$ cat config.mk
export PLATFORM = sky130hd
export DESIGN_NAME = irq_vector_ctrl
export DESIGN_NICKNAME = d
export VERILOG_FILES = /design/src/rtl/irq_vector_ctrl.sv
export SDC_FILE = /design/constraint.sdc
export NUM_CORES = 1
export LEC_CHECK = 0
export BUFFER_PORTS_ARGS = -buffer_cell sky130_fd_sc_hd__clkbuf_2
export CAP_MARGIN = 25
export CORE_MARGIN = 3
export CORE_UTILIZATION = 58
export DETAILED_ROUTE_END_ITERATION = 8
export GPL_ROUTABILITY_DRIVEN = 0
export PLACE_DENSITY = 0.88
export SYNTH_ARGS = -nofsm -noshare
export SYNTH_HDL_FRONTEND = slang
export SYNTH_SLANG_ARGS = --single-unit
export TNS_END_PERCENT = 30
$ cat constraint.sdc
create_clock -name clk -period 9.9 [get_ports clk]
set_input_delay 0.495 -clock clk [delete_from_list [all_inputs] [get_ports clk]]
set_output_delay 0.495 -clock clk [all_outputs]
set_load 0.02 [all_outputs]
$ cat src/rtl/irq_vector_ctrl.sv
// Vectored interrupt controller for the fetch stage.
// Latches requests, applies a per-source enable mask and fixed priority
// (index 0 highest), and keeps a return-PC/level stack so that strictly
// higher-priority sources can pre-empt a running handler.
module irq_vector_ctrl #(
  parameter int                N_IRQ      = 8,
  parameter int                PC_W       = 32,
  parameter int                DEPTH      = 4,
  parameter logic [PC_W-1:0]   VEC_BASE   = 'h10,
  parameter int                VEC_STRIDE = 4,
  parameter logic [N_IRQ-1:0]  MASK_RST   = '1
) (
  input  logic                        clk,
  input  logic                        reset,
  input  logic [N_IRQ-1:0]            irq,
  input  logic                        ie,
  input  logic                        stall,
  input  logic                        br_stall,
  input  logic [PC_W-1:0]             ret_pc,
  input  logic                        rti,
  input  logic                        mask_we,
  input  logic [N_IRQ-1:0]            mask_wdata,
  output logic                        take,
  output logic [PC_W-1:0]             vector,
  output logic [PC_W-1:0]             epc,
  output logic [N_IRQ-1:0]            active,
  output logic [$clog2(DEPTH+1)-1:0]  depth,
  output logic [N_IRQ-1:0]            pending,
  output logic                        err
);

  localparam int IDX_W = (N_IRQ > 1) ? $clog2(N_IRQ) : 1;
  localparam int DEP_W = $clog2(DEPTH + 1);

  logic [N_IRQ-1:0] pending_q, pending_d;
  logic [N_IRQ-1:0] mask_q, mask_d;
  logic [DEP_W-1:0] depth_q, depth_d;
  logic             err_q, err_d;

  // Stack is a shift register: entry 0 is always the top of stack.
  logic [PC_W-1:0]  pc_stk_q  [DEPTH];
  logic [IDX_W-1:0] idx_stk_q [DEPTH];
  logic [PC_W-1:0]  above_pc  [DEPTH];
  logic [IDX_W-1:0] above_idx [DEPTH];
  logic [PC_W-1:0]  below_pc  [DEPTH];
  logic [IDX_W-1:0] below_idx [DEPTH];

  logic             cand_vld;
  logic [IDX_W-1:0] sel_idx;
  logic             stk_empty, stk_full, preempt_ok;
  logic             pop, rti_err;
  logic [N_IRQ-1:0] clr;

  // Lowest-index pending and enabled source wins.
  always_comb begin
    cand_vld = 1'b0;
    sel_idx  = '0;
    for (int i = N_IRQ - 1; i >= 0; i--) begin
      if (pending_q[i] && mask_q[i]) begin
        cand_vld = 1'b1;
        sel_idx  = IDX_W'(i);
      end
    end
  end

  assign stk_empty  = (depth_q == '0);
  assign stk_full   = (depth_q == DEP_W'(DEPTH));
  assign preempt_ok = stk_empty || (sel_idx < idx_stk_q[0]);

  assign take = cand_vld & preempt_ok & ie & ~stall & ~br_stall & ~rti & ~stk_full;

  // A stalled rti is not retiring yet, so it neither pops nor flags an error.
  assign pop     = rti & ~stall & ~stk_empty;
  assign rti_err = rti & ~stall & stk_empty;

  assign clr = take ? (N_IRQ'(1) << sel_idx) : '0;

  // Next-state for pending, mask, depth and the sticky error.
  always_comb begin
    pending_d = (pending_q & ~clr) | irq;
    mask_d    = mask_we ? mask_wdata : mask_q;
    depth_d   = depth_q;
    if (take)
      depth_d = depth_q + DEP_W'(1);
    else if (pop)
      depth_d = depth_q - DEP_W'(1);
    err_d     = err_q | rti_err;
  end

  // Neighbour taps for shifting the stack on push (down) and pop (up).
  for (genvar gi = 0; gi < DEPTH; gi++) begin : g_nbr
    if (gi == 0) begin : g_first
      assign above_pc[gi]  = ret_pc;
      assign above_idx[gi] = sel_idx;
    end else begin : g_mid
      assign above_pc[gi]  = pc_stk_q[gi-1];
      assign above_idx[gi] = idx_stk_q[gi-1];
    end
    if (gi == DEPTH - 1) begin : g_last
      assign below_pc[gi]  = '0;
      assign below_idx[gi] = '0;
    end else begin : g_inner
      assign below_pc[gi]  = pc_stk_q[gi+1];
      assign below_idx[gi] = idx_stk_q[gi+1];
    end
  end

  // Control state registers.
  always_ff @(posedge clk) begin
    if (reset) begin
      pending_q <= '0;
      mask_q    <= MASK_RST;
      depth_q   <= '0;
      err_q     <= 1'b0;
    end else begin
      pending_q <= pending_d;
      mask_q    <= mask_d;
      depth_q   <= depth_d;
      err_q     <= err_d;
    end
  end

  // Return stack: push shifts everything down, pop shifts up and zero-fills.
  always_ff @(posedge clk) begin
    for (int k = 0; k < DEPTH; k++) begin
      if (reset) begin
        pc_stk_q[k]  <= '0;
        idx_stk_q[k] <= '0;
      end else if (take) begin
        pc_stk_q[k]  <= above_pc[k];
        idx_stk_q[k] <= above_idx[k];
      end else if (pop) begin
        pc_stk_q[k]  <= below_pc[k];
        idx_stk_q[k] <= below_idx[k];
      end
    end
  end

  assign vector  = VEC_BASE + PC_W'(sel_idx) * PC_W'(VEC_STRIDE);
  assign epc     = stk_empty ? '0 : pc_stk_q[0];
  assign active  = stk_empty ? '0 : (N_IRQ'(1) << idx_stk_q[0]);
  assign depth   = depth_q;
  assign pending = pending_q;
  assign err     = err_q;

endmodule

==> impl_metrics.tcl <==
set metrics [dict create \
    hold_path_class "input pin to flip-flop" \
    crit_required_ns 10.18 \
    synthArstFlopShare_pct 0 \
    start_kind "flip-flop" \
    clock.fmax_ghz 0.2203 \
    netlist_area_sq_um 7179 \
    cts_root_buf "clkbuf_16" \
    setup_tns_ns 0 \
    status "completed" \
    crit_path_end_kind "flip-flop" \
    dr.first_iter.drc_count 438 \
    ys_seq_elements 160 \
    seqCellArea_sq_um 4604 \
    drt_pass1_iterations 5 \
    syn_area_per_cell_sq_um 13.73 \
    grt_pass1_vias 4174 \
    fin_util_pct 69.21 \
    syn_to_final_growth_pct 16.28 \
    drc 0 \
    hpwl_microns 8664 \
    arrival_ns 4.82 \
    tritoncts "done" \
    post-cts-setup-buffers 0 \
    cp_max_fo 112 \
    globalRouteOverflowTotal 0 \
    synth_top_flop_cell "edfxtp_1" \
    fp-row-count 40 \
    io_pins 140 \
    core_area_sq_um 12060 \
    fin_crit_ns 4.538 \
    synth_cells 523 \
    clkTransAtPathRegs_ns 0.06 \
    power.density_nw_per_um2 212.6 \
    grt_use_total_pct 20.91 \
    cts_htree_levels 4 \
    die_area_sq_um 13750 \
    numPortBuffers 111 \
    vias 4595 \
    cts_buffers 17 \
    cap_violations 0 \
    nets 677 \
    clockBufferDepth 2 \
    antenna_found_initial 0 \
    routed_wl_microns 14360 \
    synth-edff-count 140 \
    antenna_left 0 \
    yosysUniqueCellTypes 41 \
    multi_input_area_sq_um 2227 \
    final-setup-viol-count 0 \
    avgViaCountPerCell 5.744 \
    die_h_microns 117.3 \
    diodes 0 \
    ctsResizeCount 0 \
    crit_type "flip-flop to flip-flop" \
    finClkSkew_ns 0.01081 \
    slew_viol_final 0 \
    hold_violations 0 \
    worstMarginPinSlew_ns 1.042 \
    vdd_drop_max_v 0.0001127 \
    grt_pass1_wl_microns 21730 \
    post_drt_wl_per_cell_microns 17.95 \
    fin_crit_sh_pct 45.84 \
    drive_above_1_share_pct 24.53 \
    seq_area_frac_synth_pct 64.13 \
    fillers 835 \
    grt_max_degree 113 \
    floorplan.initialDensity_pct 59.52 \
    hold_buffers 0 \
    insertion_delay_ns 0.42 \
    cts_sinks 160 \
    p_leak_uw 0.003382 \
    yosys_warnings 0 \
    die_width_microns 117.3 \
    slew_headroom_pct 30.29 \
    rsz0062_at_grt "false" \
]
registers in the layout, indices dropped and copies added (netlist names):
register / cells
err: 1
depth: 3
mask_q: 8
pending: 8
idx_stk_q: 12
pc_stk_q: 128
synth_stat cells (2+ instances only):
cell type / number / area [sq um]
a211o_1: 8 / 70.07
a211oi_1: 8 / 60.06
a21oi_1: 5 / 25.02
a22o_1: 109 / 954.7
a311oi_1: 2 / 17.52
and2_1: 68 / 425.4
buf_2: 4 / 20.02
buf_4: 34 / 255.2
buf_6: 8 / 90.09
clkbuf_1: 20 / 75.07
dfxtp_1: 20 / 400.4
edfxtp_1: 140 / 4204
ha_1: 2 / 25.02
inv_1: 7 / 26.28
nand2_1: 15 / 56.30
nand2b_1: 4 / 25.02
nand3_1: 3 / 15.01
nor2_1: 18 / 67.56
nor2b_1: 11 / 68.82
nor3_1: 10 / 50.05
nor4_1: 4 / 25.02
o21ai_0: 3 / 15.01
or3_1: 2 / 12.51
worst paths after layout:
kind,slack (ns),start,endpoint,cells past startpoint
worst max-delay path,5.36,pending[1],pc_stk_q[0][18],8
worst max register to register,5.36,pending[1],pc_stk_q[0][18],8
worst min register to register,0.51,err,err,2
worst min-delay path,0.29,mask_wdata[7],mask_q[7],2
cell type report:
cell class | instances | area share [%]
repair buffers | 116 | 7.344
flip-flops and latches | 160 | 55.16
multi-input cells | 317 | 26.68
clock inverters | 15 | 2.893
well taps | 168 | 2.518
inverters | 7 | 0.3147
clock buffers | 17 | 5.096
cell families (layout without fill, tap and decap cells):
kind of cell	after synthesis	after routing	share of synthesized area, %
DFF	160	160	64.13
AOI/OAI and AO/OA	146	146	17.69
and+or+nand+nor	138	138	10.70
buffers and inverters	73	155	6.501
adders and majority gates	3	3	0.6274
muxes	2	2	0.2963
other	1	28	0.05223
cell usage in the layout (no fill, tap or decap), drive strengths merged, types with 5 or more instances in the layout:
| cell | netlist | routed |
|---|---|---|
| and2 | 68 | 68 |
| dfxtp | 20 | 20 |
| a211o | 8 | 8 |
| clkbuf | 20 | 128 |
| bufinv | 0 | 6 |
| nor3 | 10 | 10 |
| a22o | 109 | 109 |
| nand2 | 15 | 15 |
| nor2b | 11 | 11 |
| clkinv | 0 | 6 |
| edfxtp | 140 | 140 |
| conb | 1 | 28 |
| buf | 46 | 5 |
| inv | 7 | 7 |
| nor2 | 18 | 18 |
| a211oi | 9 | 9 |
| a21oi | 6 | 6 |
per-layer routing:
layer | global-route usage (%) | wire length (microns)
met1 | 29.91 | 6446
met2 | 31.56 | 6803
met3 | 5.244 | 918
met4 | 7.187 | 189
met5 | 0 | 0
through the flow:
stage	total power [uW]	hold WS, ns	worst slack, ns	area, sq um	cells
after floorplan	987.4	0.5181	4.807	7281	550
after global placement	1040	0.4478	5.712	7654	767
after detailed placement	1049	0.4917	5.475	7654	767
after CTS	1783	0.2713	5.441	8320	799
after global routing	1840	0.2700	4.981	8348	800
final	1775	0.2932	5.362	8348	800
where the power goes:
part	internal (uW)	total (uW)	switching, uW
logic	63.1	204	141
clock network	472	736	264
registers	800	835	35.2
critical path, cell delays in order, from the launching register on:
cell and delay, ns:
dfxtp_1 0.33, a22o_1 0.30, nor3_1 0.61, ha_1 0.37, a21oi_1 0.37, o2111ai_2 0.27
a211oi_4 0.93, buf_4 0.91, a22o_1 0.25
Power figures use the tool's default switching activity.
